==> config.mk <==
export PLATFORM = sky130hd
export DESIGN_NAME = ddr_uart_readback
export DESIGN_NICKNAME = d
export VERILOG_FILES = /design/src/rtl/ddr_uart_readback.sv
export SDC_FILE = /design/constraint.sdc
export NUM_CORES = 1
export LEC_CHECK = 0
export CORE_UTILIZATION = 30
export DETAILED_ROUTE_END_ITERATION = 8
export SLEW_MARGIN = 20
export SYNTH_ARGS = -nofsm -noshare
export SYNTH_HDL_FRONTEND = slang
export SYNTH_SLANG_ARGS = --single-unit
==> constraint.sdc <==
create_clock -name i_clk -period 3 [get_ports i_clk]
set_clock_uncertainty 0.2 [all_clocks]
set_input_delay 0.3 -clock i_clk [delete_from_list [all_inputs] [get_ports i_clk]]
set_output_delay 0.3 -clock i_clk [all_outputs]
set_load 0.02 [all_outputs]
==> src/rtl/ddr_uart_readback.sv <==
// Reads one 256-bit beat from the DDR controller's AXI read port and streams its 32 bytes
// out over an 8N1 UART, byte 0 (RDATA[7:0]) first, each byte LSB first.
module ddr_uart_readback #(
  parameter int unsigned CLKS_PER_BIT = 87,
  parameter logic [7:0]  AXI_ID       = 8'h01
) (
  input  logic         i_clk,
  input  logic         i_rst_n,
  input  logic         i_trig,
  input  logic [31:0]  i_addr,
  output logic [7:0]   DdrCtrl_AID_0,
  output logic [31:0]  DdrCtrl_AADDR_0,
  output logic [7:0]   DdrCtrl_ALEN_0,
  output logic [2:0]   DdrCtrl_ASIZE_0,
  output logic [1:0]   DdrCtrl_ABURST_0,
  output logic [1:0]   DdrCtrl_ALOCK_0,
  output logic         DdrCtrl_AVALID_0,
  input  logic         DdrCtrl_AREADY_0,
  output logic         DdrCtrl_ATYPE_0,
  input  logic [255:0] DdrCtrl_RDATA_0,
  input  logic         DdrCtrl_RVALID_0,
  input  logic         DdrCtrl_RLAST_0,
  input  logic [1:0]   DdrCtrl_RRESP_0,
  output logic         DdrCtrl_RREADY_0,
  output logic         o_tx,
  output logic         o_busy,
  output logic         o_done,
  output logic         o_err
);

  localparam int unsigned DATA_W   = 256;
  localparam logic [15:0] BIT_LAST = 16'(CLKS_PER_BIT - 1);

  typedef enum logic [2:0] {
    IDLE, AREQ, RWAIT, TX_START, TX_DATA, TX_STOP, DONE
  } stateType;

  stateType          state, nextState;
  logic [31:0]       addrReg;
  logic [DATA_W-1:0] shiftBuf;
  logic              errFlag;
  logic [15:0]       clkCnt;
  logic [2:0]        bitIdx;
  logic [4:0]        byteIdx;
  logic              bitEnd;
  logic              unusedRlast;

  // A single beat is requested, so the last-beat marker carries no information.
  assign unusedRlast = DdrCtrl_RLAST_0;
  assign bitEnd      = (clkCnt == BIT_LAST);

  always_ff @(posedge i_clk or negedge i_rst_n) begin
    if (!i_rst_n) state <= IDLE;
    else          state <= nextState;
  end

  always_comb begin
    nextState        = state;
    DdrCtrl_AVALID_0 = 1'b0;
    DdrCtrl_RREADY_0 = 1'b0;
    o_tx             = 1'b1;
    o_busy           = (state != IDLE);
    o_done           = 1'b0;
    o_err            = 1'b0;
    case (state)
      IDLE:     if (i_trig) nextState = AREQ;
      AREQ: begin
        DdrCtrl_AVALID_0 = 1'b1;
        if (DdrCtrl_AREADY_0) nextState = RWAIT;
      end
      RWAIT: begin
        DdrCtrl_RREADY_0 = 1'b1;
        if (DdrCtrl_RVALID_0) nextState = (DdrCtrl_RRESP_0 == 2'b00) ? TX_START : DONE;
      end
      TX_START: begin
        o_tx = 1'b0;
        if (bitEnd) nextState = TX_DATA;
      end
      TX_DATA: begin
        o_tx = shiftBuf[0];
        if (bitEnd && bitIdx == 3'd7) nextState = TX_STOP;
      end
      TX_STOP:  if (bitEnd) nextState = (byteIdx == 5'd31) ? DONE : TX_START;
      DONE: begin
        o_done    = 1'b1;
        o_err     = errFlag;
        nextState = IDLE;
      end
      default:  nextState = IDLE;
    endcase
  end

  // Address fields are constant or register-held, so they stay stable while AVALID waits.
  assign DdrCtrl_AID_0    = AXI_ID;
  assign DdrCtrl_AADDR_0  = addrReg;
  assign DdrCtrl_ALEN_0   = 8'd0;
  assign DdrCtrl_ASIZE_0  = 3'd5;
  assign DdrCtrl_ABURST_0 = 2'b01;
  assign DdrCtrl_ALOCK_0  = 2'b00;
  assign DdrCtrl_ATYPE_0  = 1'b0;

  always_ff @(posedge i_clk or negedge i_rst_n) begin
    if (!i_rst_n) begin
      addrReg  <= '0;
      shiftBuf <= '0;
      errFlag  <= 1'b0;
      clkCnt   <= '0;
      bitIdx   <= '0;
      byteIdx  <= '0;
    end else begin
      case (state)
        IDLE: if (i_trig) begin
          addrReg <= i_addr;
          byteIdx <= '0;
        end
        RWAIT: if (DdrCtrl_RVALID_0) begin
          shiftBuf <= DdrCtrl_RDATA_0;
          errFlag  <= |DdrCtrl_RRESP_0;
          clkCnt   <= '0;
        end
        TX_START: begin
          bitIdx <= '0;
          clkCnt <= bitEnd ? '0 : clkCnt + 16'd1;
        end
        // Shifting one bit per data slot leaves the next byte in [7:0] after every 8 bits.
        TX_DATA: begin
          if (bitEnd) begin
            clkCnt   <= '0;
            bitIdx   <= bitIdx + 3'd1;
            shiftBuf <= shiftBuf >> 1;
          end else begin
            clkCnt <= clkCnt + 16'd1;
          end
        end
        TX_STOP: begin
          if (bitEnd) begin
            clkCnt <= '0;
            if (byteIdx != 5'd31) byteIdx <= byteIdx + 5'd1;
          end else begin
            clkCnt <= clkCnt + 16'd1;
          end
        end
        default: ;
      endcase
    end
  end

endmodule

==> results of run 1 <==
critical path, cell delays in order, from the launching register on:
cell,delay (ns)
dfrtp_1,0.51
inv_1,0.22
nor3b_1,0.32
and2_1,0.18
clkdlybuf4s50_1,0.61
cells in the mapped netlist, types with 2 or more instances:
library cell  number
a211o_1            2
and3_1             5
inv_1              9
mux2_1           250
nand4_1            7
o31ai_1            2
clkbuf_1          11
dfrtp_1          316
a21oi_1            5
o211ai_1           7
nand3b_1           2
and4_1             3
buf_4             29
nand3_1           13
nor4_1             3
o221a_2            2
o22ai_1            2
o2bb2ai_1          2
ha_1               6
nor3_1             4
nor3b_1            2
a31oi_1           19
nor4b_2            2
buf_8             22
nor4b_1            4
buf_2             34
nand2b_1           5
or4_1              3
mux2i_1            3
buf_6              6
conb_1             2
o21ai_0            5
nor2_1             9
a41oi_1            4
and2_1             2
mux2_2           295
a22o_1             2
nand2_1           17
routing by layer:
layer / track usage, % / routed length, um
met5: 0 / 13
met4: 4.473 / 832
met3: 3.591 / 2088
met2: 22.06 / 17430
met1: 17.37 / 15900
layout make-up:
cell class | count | area [um2]
Sequential cell | 316 | 7908
Fill cell | 4956 | 31350
Clock inverter | 13 | 147.6
Tap cell | 688 | 860.8
Multi-Input combinational cell | 723 | 7281
Antenna cell | 2 | 5.005
Clock buffer | 56 | 1152
Inverter | 9 | 33.78
Timing Repair Buffer | 370 | 3816
how the worst min path moves through the flow:
stage / start / end / slack (ns) / cells past startpoint
2_1_floorplan: i_rst_n / DdrCtrl_AADDR_0[0]$_DFFE_PN0P_ / -0.20 / 0
3_3_place_gp: i_rst_n / shiftBuf[165]$_DFFE_PN0P_ / 0.18 / 1
3_5_place_dp: i_rst_n / shiftBuf[165]$_DFFE_PN0P_ / 0.18 / 1
4_1_cts: DdrCtrl_RDATA_0[255] / shiftBuf[255]$_DFFE_PN0P_ / 0.07 / 3
5_1_grt: DdrCtrl_RDATA_0[255] / shiftBuf[255]$_DFFE_PN0P_ / 0.13 / 3
6_report: DdrCtrl_RDATA_0[255] / shiftBuf[255]$_DFFE_PN0P_ / 0.12 / 3
cell families (layout without fill, tap and decap cells):
logic type / after synthesis / in the layout / synth area share, %
compound gates: 58 / 58 / 2.620
mux: 548 / 548 / 38.67
buf+inv: 111 / 448 / 5.397
flops: 316 / 316 / 49.58
fa+ha+maj: 6 / 6 / 0.4707
other cells: 2 / 26 / 0.04709
simple gates: 87 / 87 / 3.216
flip-flops by register name, indices dropped and copies added, names as in the netlist:
name	flops
bitIdx	3
errFlag	1
DdrCtrl_AADDR_0	32
clkCnt	16
shiftBuf	256
state	3
byteIdx	5
power by group:
| group | total, mW | switching (mW) | internal, mW |
|---|---|---|---|
| clock | 4.75 | 1.82 | 2.92 |
| sequential | 7.51 | 1.10 | 6.41 |
| combinational | 6.30 | 2.62 | 3.68 |
| total | 18.6 | 5.54 | 13.0 |
==> results.sh, run 1 <==
export IMPL_path_class="flip-flop to output port"
export IMPL_status="completed"
export IMPL_antenna_found_initial=1
export IMPL_fin_crit_ns=2.871
export IMPL_coreArea_mm2=0.05255
export IMPL_cts_buffer_depth=3
export IMPL_worstRegToRegCells=8
export IMPL_slew_violations=0
export IMPL_setup_viol_count_final=0
export IMPL_die_area_mm2=0.05409
export IMPL_port_buffers=332
export IMPL_clk_pin_slew_worst_paths_ns=0.05
export IMPL_leakagePower_nw=8.418
export IMPL_synthArstFlopShare_pct=100.0
export IMPL_area_delta_synth_final_pct=32.95
export IMPL_worst_path_max_fanout=9
export IMPL_place_congestion=0.7609
export IMPL_grt_pass1_vias=10810
export IMPL_synth_area_top_cells="dfrtp_1 50%, mux2_2 21%, mux2_1 18%"
export IMPL_cp_end_kind="output port"
export IMPL_ys_seq_area_share_pct=49.58
export IMPL_fin_setup_tns_ns=0
export IMPL_synth_seq_cells=316
export IMPL_die_h_um=232.6
export IMPL_cts_tree="done"
export IMPL_drive_above_1_share_pct=27.17
export IMPL_gr_total_overflow=0
export IMPL_grt_max_degree=83
export IMPL_start_util_pct=30.35
export IMPL_cts_num_sinks=316
export IMPL_slew_headroom_pct=50.90
export IMPL_grt_pass1_wl_mm=58.71
export IMPL_worstHoldPathType="primary input to flip-flop"
export IMPL_dp_hpwl_mm=25.70
export IMPL_rrSetupSlack_ns=0.34
export IMPL_synth_top_area_cell="dfrtp_1"
export IMPL_cts_hold_buf=1
export IMPL_startpoint="state[2]$_DFFE_PN0P_"
export IMPL_rsz0062_at_grt="no"
export IMPL_total_power_mw=18.55
export IMPL_p_per_area_mw_per_mm2=874.9
export IMPL_fin_nets=1762
export IMPL_clkLatencyLatePin_ns=0.54
export IMPL_numCtsBuffers=40
export IMPL_worst_pin_slew_ns=0.7366
export IMPL_holdWs_ns=0.1175
export IMPL_routed_wl_mm=36.26
export IMPL_instances_no_fill=2177
export IMPL_start_kind="flip-flop"
export IMPL_drc=0
export IMPL_avgSynthCellArea_um2=14.14
export IMPL_dp_cells=2105
export IMPL_max_freq_ghz=0.3483
export IMPL_worstPathArrival_ns=2.37
export IMPL_synth_top_area_share_pct=49.58
export IMPL_drv_cap=0
export IMPL_post_route_period_util_pct=95.70
export IMPL_worst_slack_ns=0.1289
export IMPL_syn_area_mm2=0.01595
export IMPL_ir_worst_vdd_uv=414.9
export IMPL_synth_edf_count=0
export IMPL_wl_per_cell_um=16.65
export IMPL_ctsResizeCount=0
export IMPL_yosys_warnings=0
export IMPL_vias=10010
export IMPL_firstDrtPassIters=4
export IMPL_layout_commonest_cell="clkdlybuf4s50_1"
export IMPL_die_w_um=232.6
export IMPL_htree_levels=2
export IMPL_hold_viol_final=0
export IMPL_ant_nets=0
export IMPL_worstReg2RegEnd="shiftBuf[202]$_DFFE_PN0P_"
export IMPL_vias_per_cell=4.597
export IMPL_place_area_mm2=0.01989
export IMPL_synth_cell_types=50
export IMPL_preCtsSetupSlack_ns=0.3363
export IMPL_design_area_mm2=0.02120
export IMPL_cts_setup_buffers=0
export IMPL_syn_inst=1128
export IMPL_num_rows=84
export IMPL_dr_first_iter_drc_count=328
export IMPL_utilization_pct=40.35
export IMPL_grt_util_all_layers_pct=13.56
export IMPL_worstSetupEndpoint="o_err"
export IMPL_io_pins=358
export IMPL_reg2reg_from="clkCnt[0]$_DFFE_PN0P_"
export IMPL_synthFlopType="dfrtp_1"
export IMPL_worstPathRequired_ns=2.50
export IMPL_ctsRootBufferMaster="clkbuf_16"
export IMPL_layout_common_cells="331 x clkdlybuf4s50_1, 316 x dfrtp_1, 295 x mux2_2"
(Power assumes the default switching activity.)
==> run 2, diff against run 1 <==
clock period = 2.49 ns   (was 3 ns; I/O delays follow)
==> run 2 against run 1 <==
Power is 33% higher. Global-route usage is 0.57 points higher. Core utilization is 2.7 points higher. Flip-flop and latch count stayed put. Combinational power is 51% higher. Critical path type is now flip-flop to flip-flop. Clock power is 27% higher. Critical path depth is 7 higher.
==> results.sh, run 2 (synthesized netlist as in run 1, its figures left out) <==
export IMPL_htree_levels=2
export IMPL_ctsRootBufferMaster="clkbuf_16"
export IMPL_routed_wl_mm=39.85
export IMPL_port_buffers=332
export IMPL_die_area_mm2=0.05409
export IMPL_antenna_found_initial=1
export IMPL_cp_end_kind="flip-flop"
export IMPL_die_h_um=232.6
export IMPL_place_congestion=0.7708
export IMPL_vias=10360
export IMPL_cts_num_sinks=316
export IMPL_dp_hpwl_mm=26.36
export IMPL_gr_total_overflow=0
export IMPL_rsz0062_at_grt="yes"
export IMPL_post_route_period_util_pct=99.04
export IMPL_critPathMaxStageDelay_ns=0.39
export IMPL_multi_input_area_mm2=0.007655
export IMPL_firstDrtPassIters=4
export IMPL_slew_headroom_pct=59.15
export IMPL_grt_max_degree=70
export IMPL_layout_commonest_cell="clkdlybuf4s50_1"
export IMPL_area_delta_synth_final_pct=41.96
export IMPL_status="completed"
export IMPL_fin_crit_ns=2.466
export IMPL_setup_viol_count_final=0
export IMPL_io_pins=358
export IMPL_grt_pass1_vias=11050
export IMPL_p_per_area_mw_per_mm2=1087
export IMPL_worst_path_max_fanout=5
export IMPL_dp_cells=2145
export IMPL_numCtsBuffers=40
export IMPL_instances_no_fill=2247
export IMPL_slowest_stage="dfrtp_1"
export IMPL_worst_slack_ns=0.02397
export IMPL_worstPathRequired_ns=2.71
export IMPL_fin_setup_tns_ns=0
export IMPL_start_kind="flip-flop"
export IMPL_grt_pass1_wl_mm=60.49
export IMPL_cts_buffer_depth=3
export IMPL_preCtsSetupSlack_ns=-0.08185
export IMPL_clk_pin_slew_worst_paths_ns=0.06
export IMPL_layout_common_cells="325 x clkdlybuf4s50_1, 315 x dfrtp_1, 291 x mux2_2"
export IMPL_hold_viol_final=0
export IMPL_leakagePower_nw=9.225
export IMPL_timing_critical_path_cells="inv_2, ha_4, nor4b_4, buf_4, nand4_4, o21ai_4, buf_6, buf_12, clkbuf_16, clkbuf_16, mux2_4"
export IMPL_dr_first_iter_drc_count=323
export IMPL_coreArea_mm2=0.05255
export IMPL_ir_worst_vdd_uv=608.1
export IMPL_drive_above_1_share_pct=35.82
export IMPL_worstHoldPathType="primary input to flip-flop"
export IMPL_critPathMostFrequentCell="clkbuf_16"
export IMPL_wl_per_cell_um=17.74
export IMPL_slew_violations=0
export IMPL_vias_per_cell=4.609
export IMPL_clkLatencyLatePin_ns=0.55
export IMPL_start_util_pct=30.35
export IMPL_fin_nets=1829
export IMPL_nFillCells=4749
export IMPL_drc=0
export IMPL_worst_pin_slew_ns=0.6127
export IMPL_worstPathArrival_ns=2.69
export IMPL_ant_nets=0
export IMPL_path_class="flip-flop to flip-flop"
export IMPL_num_rows=84
export IMPL_grt_util_all_layers_pct=14.13
export IMPL_largest_register="shiftBuf"
export IMPL_regArea_mm2=0.007909
export IMPL_die_w_um=232.6
export IMPL_largest_reg_flops=256
export IMPL_cts_tree="done"
export IMPL_max_freq_ghz=0.4055
export IMPL_drv_cap=0
-- run 2: cell count changes in the layout (fill, tap and decap cells not counted), sizes merged, moves of 2 or more --
cell / change
clkinvlp: -3
bufinv: +2
clkbuf: +19
buf: +55
clkdlybuf4s50: -6
dlygate4sd2: +4
clkinv: -5
inv: +3
-- run 2: critical path, delay by kind of cell, from the launching register on --
family	cells	cell delay (ns)
AO/OA/AOI/OAI	1	0.18
adder cells (fa/ha/maj)	1	0.12
buffers and inverters	6	0.85
flip-flops	1	0.39
multiplexers	1	0.30
AND/OR/NAND/NOR	2	0.30
-- run 2: final cells by class --
class / instances / area share [%]
antenna: 1 / 0.01105
clock buffer: 63 / 5.206
clock inverter: 10 / 0.8234
inverter: 9 / 0.1492
multi-input combinational: 723 / 33.81
sequential: 316 / 34.93
tap: 688 / 3.802
timing repair buffer: 437 / 21.27
-- run 2: report_power, final --
| group | total, mW | internal [mW] | leakage [nW] | switching (mW) |
|---|---|---|---|---|
| Sequential | 9.03 | 7.73 | 3.74 | 1.29 |
| Clock | 6.03 | 3.77 | 0.665 | 2.26 |
| Combinational | 9.54 | 5.85 | 4.82 | 3.69 |
-- run 2: stage by stage --
stage               power [mW]  instance area (um2)  utilization, %  hold slack (ns)
floorplan                14.39                16040               -          -0.2466
global route             26.17                22640           43.08          0.08941
finish                   24.60                22640           43.08          0.05084
CTS                      23.96                22020           41.90          0.01125
detailed placement       17.26                20210           38.45          0.07919
global placement         16.93                20210           38.45          0.08656
-- run 2: per-layer routing --
layer | wire (um) | track usage (%) | part of all wire, % | vias up
li1 | - | - | - | 4880
met1 | 17660 | 18.14 | 44 | 5200
met2 | 19290 | 23.56 | 48 | 222
met3 | 2058 | 3.309 | 5.2 | 54
met4 | 842 | 4.024 | 2.1 | 0
met5 | 0 | 0 | 0 | -
-- run 2: worst paths after layout --
kind / start / to / slack [ns] / cells past startpoint
max in group asynchronous: i_rst_n / shiftBuf[85]$_DFFE_PN0P_ / 1.22 / 3
setup / recovery: clkCnt[0]$_DFFE_PN0P_ / shiftBuf[134]$_DFFE_PN0P_ / 0.02 / 11
min in group asynchronous: i_rst_n / shiftBuf[142]$_DFFE_PN0P_ / 0.09 / 2
setup reg to reg: clkCnt[0]$_DFFE_PN0P_ / shiftBuf[134]$_DFFE_PN0P_ / 0.02 / 11
hold reg to reg: errFlag$_DFFE_PN0P_ / errFlag$_DFFE_PN0P_ / 0.28 / 2
hold / removal: DdrCtrl_RDATA_0[255] / shiftBuf[255]$_DFFE_PN0P_ / 0.05 / 3
-- run 2: what timing repair did --
item,CTS,global route
pin swaps,2,2
resized for setup,50,89
buffers inserted,10,2
setup endpoints to repair,263,262
hold buffers,1,0
hold endpoints to repair,193,0
gates cloned,4,14
